`src/rtl/debug_regdump_tx.sv`:
```
`default_nettype none
// +----------------------------------------------------------------------------+
// | Module   : debug_regdump_tx                                                |
// | Purpose  : Walks registers 0..NUM_REGS-1 of the register bank via its      |
// |            debug read port, snapshots each word and streams it MSB-byte    |
// |            first into a byte transmitter using a start/busy handshake.     |
// | Revision : 1.0  initial release                                            |
// +----------------------------------------------------------------------------+
module debug_regdump_tx #(
  parameter int ADDR_BITS = 5,
  parameter int WORD_WIDE = 32,
  parameter int NUM_REGS  = 32
) (
  input  logic                 clock,
  input  logic                 reset,
  input  logic                 start,
  output logic [ADDR_BITS-1:0] regAddr,
  input  logic [WORD_WIDE-1:0] regData,
  output logic [7:0]           txData,
  output logic                 txStart,
  input  logic                 txBusy,
  output logic                 busy,
  output logic                 done
);

  localparam int                   C_NBYTES    = WORD_WIDE / 8;
  localparam int                   C_BI_W      = (C_NBYTES > 1) ? $clog2(C_NBYTES) : 1;
  localparam logic [C_BI_W-1:0]    C_LAST_BYTE = C_BI_W'(C_NBYTES - 1);
  localparam logic [ADDR_BITS-1:0] C_LAST_ADDR = ADDR_BITS'(NUM_REGS - 1);

  typedef enum logic [2:0] {
    S_IDLE    = 3'd0,
    S_LOAD    = 3'd1,
    S_SEND    = 3'd2,
    S_WAIT_HI = 3'd3,
    S_WAIT_LO = 3'd4,
    S_NEXT    = 3'd5,
    S_DONE    = 3'd6
  } state_t;

  state_t                r_state, w_state_nx;
  logic [ADDR_BITS-1:0]  r_addr, w_addr_nx;
  logic [WORD_WIDE-1:0]  r_snap, w_snap_nx;
  logic [C_BI_W-1:0]     r_byte_idx, w_byte_idx_nx;
  logic [7:0]            r_tx_data, w_tx_data_nx;
  logic                  r_tx_start, w_tx_start_nx;
  logic [WORD_WIDE-1:0]  w_snap_shifted;
  logic [7:0]            w_cur_byte;

  // Select the current snapshot byte, byte 0 being the most significant one.
  always_comb begin
    w_snap_shifted = r_snap << {r_byte_idx, 3'b000};
    w_cur_byte     = w_snap_shifted[WORD_WIDE-1 -: 8];
  end

  // Next-state and datapath updates; txStart defaults low so it only pulses.
  always_comb begin
    w_state_nx    = r_state;
    w_addr_nx     = r_addr;
    w_snap_nx     = r_snap;
    w_byte_idx_nx = r_byte_idx;
    w_tx_data_nx  = r_tx_data;
    w_tx_start_nx = 1'b0;
    case (r_state)
      S_IDLE: begin
        if (start) begin
          w_state_nx = S_LOAD;
          w_addr_nx  = '0;
        end
      end
      S_LOAD: begin
        // Address has been stable for a cycle, so the bank read data is valid.
        w_snap_nx     = regData;
        w_byte_idx_nx = '0;
        w_state_nx    = S_SEND;
      end
      S_SEND: begin
        if (!txBusy) begin
          w_tx_data_nx  = w_cur_byte;
          w_tx_start_nx = 1'b1;
          w_state_nx    = S_WAIT_HI;
        end
      end
      S_WAIT_HI: begin
        if (txBusy) begin
          w_state_nx = S_WAIT_LO;
        end
      end
      S_WAIT_LO: begin
        if (!txBusy) begin
          if (r_byte_idx != C_LAST_BYTE) begin
            w_byte_idx_nx = r_byte_idx + 1'b1;
            w_state_nx    = S_SEND;
          end else begin
            w_state_nx = S_NEXT;
          end
        end
      end
      S_NEXT: begin
        if (r_addr == C_LAST_ADDR) begin
          w_state_nx = S_DONE;
        end else begin
          w_addr_nx  = r_addr + 1'b1;
          w_state_nx = S_LOAD;
        end
      end
      S_DONE: begin
        // busy is already low here, so a start in this cycle begins a new run.
        w_addr_nx = '0;
        if (start) begin
          w_state_nx = S_LOAD;
        end else begin
          w_state_nx = S_IDLE;
        end
      end
      default: begin
        w_state_nx = S_IDLE;
        w_addr_nx  = '0;
      end
    endcase
  end

  // State and datapath registers with synchronous reset that aborts any dump.
  always_ff @(posedge clock) begin
    if (reset) begin
      r_state    <= S_IDLE;
      r_addr     <= '0;
      r_snap     <= '0;
      r_byte_idx <= '0;
      r_tx_data  <= '0;
      r_tx_start <= 1'b0;
    end else begin
      r_state    <= w_state_nx;
      r_addr     <= w_addr_nx;
      r_snap     <= w_snap_nx;
      r_byte_idx <= w_byte_idx_nx;
      r_tx_data  <= w_tx_data_nx;
      r_tx_start <= w_tx_start_nx;
    end
  end

  // busy drops in the DONE cycle so it falls together with the done pulse.
  always_comb begin
    regAddr = r_addr;
    txData  = r_tx_data;
    txStart = r_tx_start;
    busy    = (r_state != S_IDLE) && (r_state != S_DONE);
    done    = (r_state == S_DONE);
  end

endmodule
`default_nettype wire

```
`config.mk`:
```
export PLATFORM = sky130hd
export DESIGN_NAME = debug_regdump_tx
export DESIGN_NICKNAME = d
export VERILOG_FILES = /design/src/rtl/debug_regdump_tx.sv
export SDC_FILE = /design/constraint.sdc
export NUM_CORES = 1
export LEC_CHECK = 0
export BUFFER_PORTS_ARGS = -buffer_cell sky130_fd_sc_hd__buf_4
export CELL_PAD_IN_SITES_DETAIL_PLACEMENT = 2
export CELL_PAD_IN_SITES_GLOBAL_PLACEMENT = 2
export CORE_ASPECT_RATIO = 0.8
export CORE_MARGIN = 5
export CORE_UTILIZATION = 29
export CTS_BUF_LIST = sky130_fd_sc_hd__clkbuf_8 sky130_fd_sc_hd__clkbuf_16
export DETAILED_ROUTE_END_ITERATION = 7
export GPL_TIMING_DRIVEN = 1
export PLACE_DENSITY_LB_ADDON = 0.1
export SYNTH_ARGS = -nofsm -noshare
export SYNTH_HDL_FRONTEND = slang
export SYNTH_SLANG_ARGS = --single-unit
```
`constraint.sdc`:
```
create_clock -name clock -period 1.5 [get_ports clock]
set_clock_uncertainty 0.05 [all_clocks]
set_input_delay 0.3 -clock clock [delete_from_list [all_inputs] [get_ports clock]]
set_output_delay 0.3 -clock clock [all_outputs]
set_load 0.02 [all_outputs]
```
==> impl_metrics.csv <==
group,metric,value,unit
cells_and_area,final_nets,368,
power,p_total,3.58,mW
status,status,"complete, but fails checks",
worst_setup_path,path_cells,"ha_4 > and3_4 > ha_4 > nor2_2 > nor3_1 > a2111oi_2",
logic_synthesis,netlist_area,0.00232,mm^2
drt,totalWireLength,7960,um
drt,drt_iter0_markers,59,
worst_setup_path,r2r-end,"r_state[0]$_SDFFE_PP0P_",
timing,fin_crit,1.60,ns
worst_setup_path,r2r-start,"regAddr[1]$_SDFFE_PP0P_",
status,violations,"negative setup slack",
global_routing,grt-ovfl-total,0,
floorplanning,io_pins,52,
global_routing,grt_pass1_wl,11600,um
worst_setup_path,crit_arrival,1.73,ns
place,numPortBuffers,51,
global_routing,grt_pass1_vias,2258,
power,peakVddDrop,0.386,mV
logic_synthesis,syn_inst,255,
worst_setup_path,cpMostUsedCell,"ha_4",
floorplanning,die_h,89.9,um
place,dp_hpwl,5350,um
power,p_leak,1.31,nW
global_routing,grt_max_degree,33,
worst_setup_path,critPathBufInv,0,
timing,setup_viol,4,
timing,fmax,625,MHz
floorplanning,dieArea,0.00988,mm^2
cts,cts-buffers-inserted,5,
cts,h-tree-depth,2,
timing,min_period_over_period,1.07,
logic_synthesis,ys.flop_type,"dfxtp_1",
worst_setup_path,end_kind,"register",
drt,avgViaCountPerCell,4.90,
cts,cts_num_sinks,51,
cts,hold_buffers,0,
place,place.gp.congestion,0.792,
logic_synthesis,synth_edf_count,0,
logic_synthesis,yosys.area.top_type,"dfxtp_1",
timing,rsz0062_at_grt,"yes",
power,powerDensity,1060,mW/mm^2
timing,timing.hold.ws,0.176,ns
global_routing,track_usage,0.147,
drt,drc,0,
drt,ant_nets,0,
logic_synthesis,synthArstFlopShare,0,
worst_hold_path,min_path_type,"in -> reg",
worst_setup_path,crit_required,1.63,ns
worst_setup_path,start_kind,"register",
cells_and_area,drive_above_1_share,0.482,
cells_and_area,nFillCells,882,
timing,maxSlewHeadroom,0.738,
cells_and_area,final_area,0.00337,mm^2
worst_setup_path,startpoint,"regAddr[1]$_SDFFE_PP0P_",
run,drv_cap,0,
logic_synthesis,yosysWarnings,0,
logic_synthesis,synth_cell_types,37,
worst_setup_path,r2r_cells,6,
logic_synthesis,synth_most_common_cell,"nand2_1",
logic_synthesis,syn_nets,294,
cells_and_area,syn_to_final_growth,45.5,%
logic_synthesis,synthTopCellsByCount,"nand2_1 (70), dfxtp_1 (51), a21oi_1 (37)",
cts,cts.clk_slew.worst_paths,0.09,ns
drt,drt_pre_antenna_iters,4,
logic_synthesis,netlist.area_leader.share,0.441,
timing,maxSlewViolCount,0,
cells_and_area,seqCellArea,0.00104,mm^2
logic_synthesis,synth_top_cells_by_area,"dfxtp_1 (44%), nand2_1 (11%), a21oi_1 (8.0%)",
cells_and_area,diodes,0,
worst_setup_path,cp-endpoint,"r_state[0]$_SDFFE_PP0P_",
worst_setup_path,path_class,"reg -> reg",
drt,routed-via-count,2148,
logic_synthesis,synth_seq_cells,51,
cts,root_buffer,"clkbuf_8",
worst_setup_path,crit_path_max_fanout,6,
place,pre_cts_slack,-0.142,ns
worst_setup_path,cp_top_family,"simple AND/OR/NAND/NOR gates",
worst_setup_path,worst-path-stages,6,
cts,cts_buffer_depth,2,
logic_synthesis,synth.avg_cell_area,9.08,um^2
timing,hold_violations,0,
floorplanning,dieWidth,110,um
timing,worst_slew_pin_slew,0.394,ns
cts,cts_tree,"yes",
floorplanning,start_util,0.294,
place,place_area,0.00294,mm^2
logic_synthesis,ys_seq_area_frac,0.441,
cells_and_area,fin_util,0.428,
floorplanning,core_area,0.00787,mm^2
floorplanning,rows,29,
cts,clk_latency,0.31,ns
global_routing,antenna_found_initial,0,
drt,wl_per_cell,18.2,um
worst_setup_path,reg2reg_slack,-0.1,ns
worst_setup_path,critPathMaxStageDelay,0.36,ns
cells_and_area,multi_input_area,0.00133,mm^2
worst_setup_path,crit_path_top_delay_cell,"dfxtp_4",
timing,fin_ws,-0.0996,ns
## worst min-delay path by stage
| stage | depth (start not counted) | startpoint | slack [ns] | to |
|---|---|---|---|---|
| final | 2 | reset | 0.18 | r_snap[16]$_SDFFE_PP0N_ |
| after global routing | 3 | regData[15] | 0.17 | r_snap[15]$_SDFFE_PP0N_ |
| after CTS | 2 | reset | 0.17 | r_snap[24]$_SDFFE_PP0N_ |
| after detailed placement | 2 | r_snap[27]$_SDFFE_PP0N_ | 0.40 | r_snap[27]$_SDFFE_PP0N_ |
| after global placement | 2 | r_snap[18]$_SDFFE_PP0N_ | 0.39 | r_snap[18]$_SDFFE_PP0N_ |
| after floorplan | 2 | r_snap[10]$_SDFFE_PP0N_ | 0.38 | r_snap[10]$_SDFFE_PP0N_ |
## power by group
| part | leakage [nW] | total, mW | switching, mW | internal [mW] |
|---|---|---|---|---|
| Clock | 0.0687 | 1.14 | 0.478 | 0.667 |
| Combinational | 0.825 | 0.922 | 0.478 | 0.444 |
| Sequential | 0.419 | 1.51 | 0.0620 | 1.45 |
## cells in the final DEF (no fill, tap or decap), types with 2 or more instances in the layout
master / count
dfxtp_1: 44
clkbuf_16: 2
nand2_1: 58
buf_4: 80
nand2_4: 4
a21oi_1: 23
nor3_1: 4
o21ai_1: 3
clkbuf_8: 5
a31oi_1: 2
ha_4: 2
nor2b_4: 2
nor2_1: 5
a21oi_2: 14
or2_4: 2
a22o_1: 8
buf_6: 5
nand4_1: 3
mux4_2: 8
dfxtp_2: 3
nand3b_1: 4
nand3_1: 6
a2111oi_2: 2
nand2_2: 8
dfxtp_4: 4
bufinv_16: 2
nor2_2: 3
## flip-flops by register name (all words and copies together) (netlist names)
| name | count |
|---|---|
| txData | 8 |
| r_snap | 32 |
| r_state | 3 |
| r_byte_idx | 2 |
| txStart | 1 |
| regAddr | 5 |
## stage by stage
stage               setup TNS (ns)  cells
finish                      -0.145    438
global route                -0.794    438
CTS                         -0.302    433
floorplan                        0    255
global placement            -0.271    422
detailed placement          -0.476    422
## layout make-up
type | count | share of cell area
clock buffer | 5 | 0.0204
clock inverter | 3 | 0.0197
inverter | 1 | 0.00111
multi-input combinational | 182 | 0.395
sequential | 51 | 0.308
tap | 108 | 0.0401
timing repair buffer | 88 | 0.216
## timing repair
item,4_1_cts,5_1_grt
endpoints found under the setup margin,9,38
resized for setup,13,45
buffers inserted,3,2
cloned,0,3
pin swaps,2,12
## metal layers
layer,part of all wire,global-route usage,wire [um]
met1,0.50,0.216,3970
met2,0.47,0.222,3710
met3,0.031,0.0308,246
met4,0.0041,0.0249,33
met5,0,0,0
## kinds of logic after synthesis
| group | Yosys count | share of synthesized area |
|---|---|---|
| buffers and inverters | 22 | 0.0740 |
| adders and majority gates | 3 | 0.0162 |
| muxes | 10 | 0.0870 |
| AOI/OAI and AO/OA | 60 | 0.164 |
| DFF | 51 | 0.441 |
| and+or+nand+nor | 109 | 0.218 |
Power figures use the tool's default switching activity.
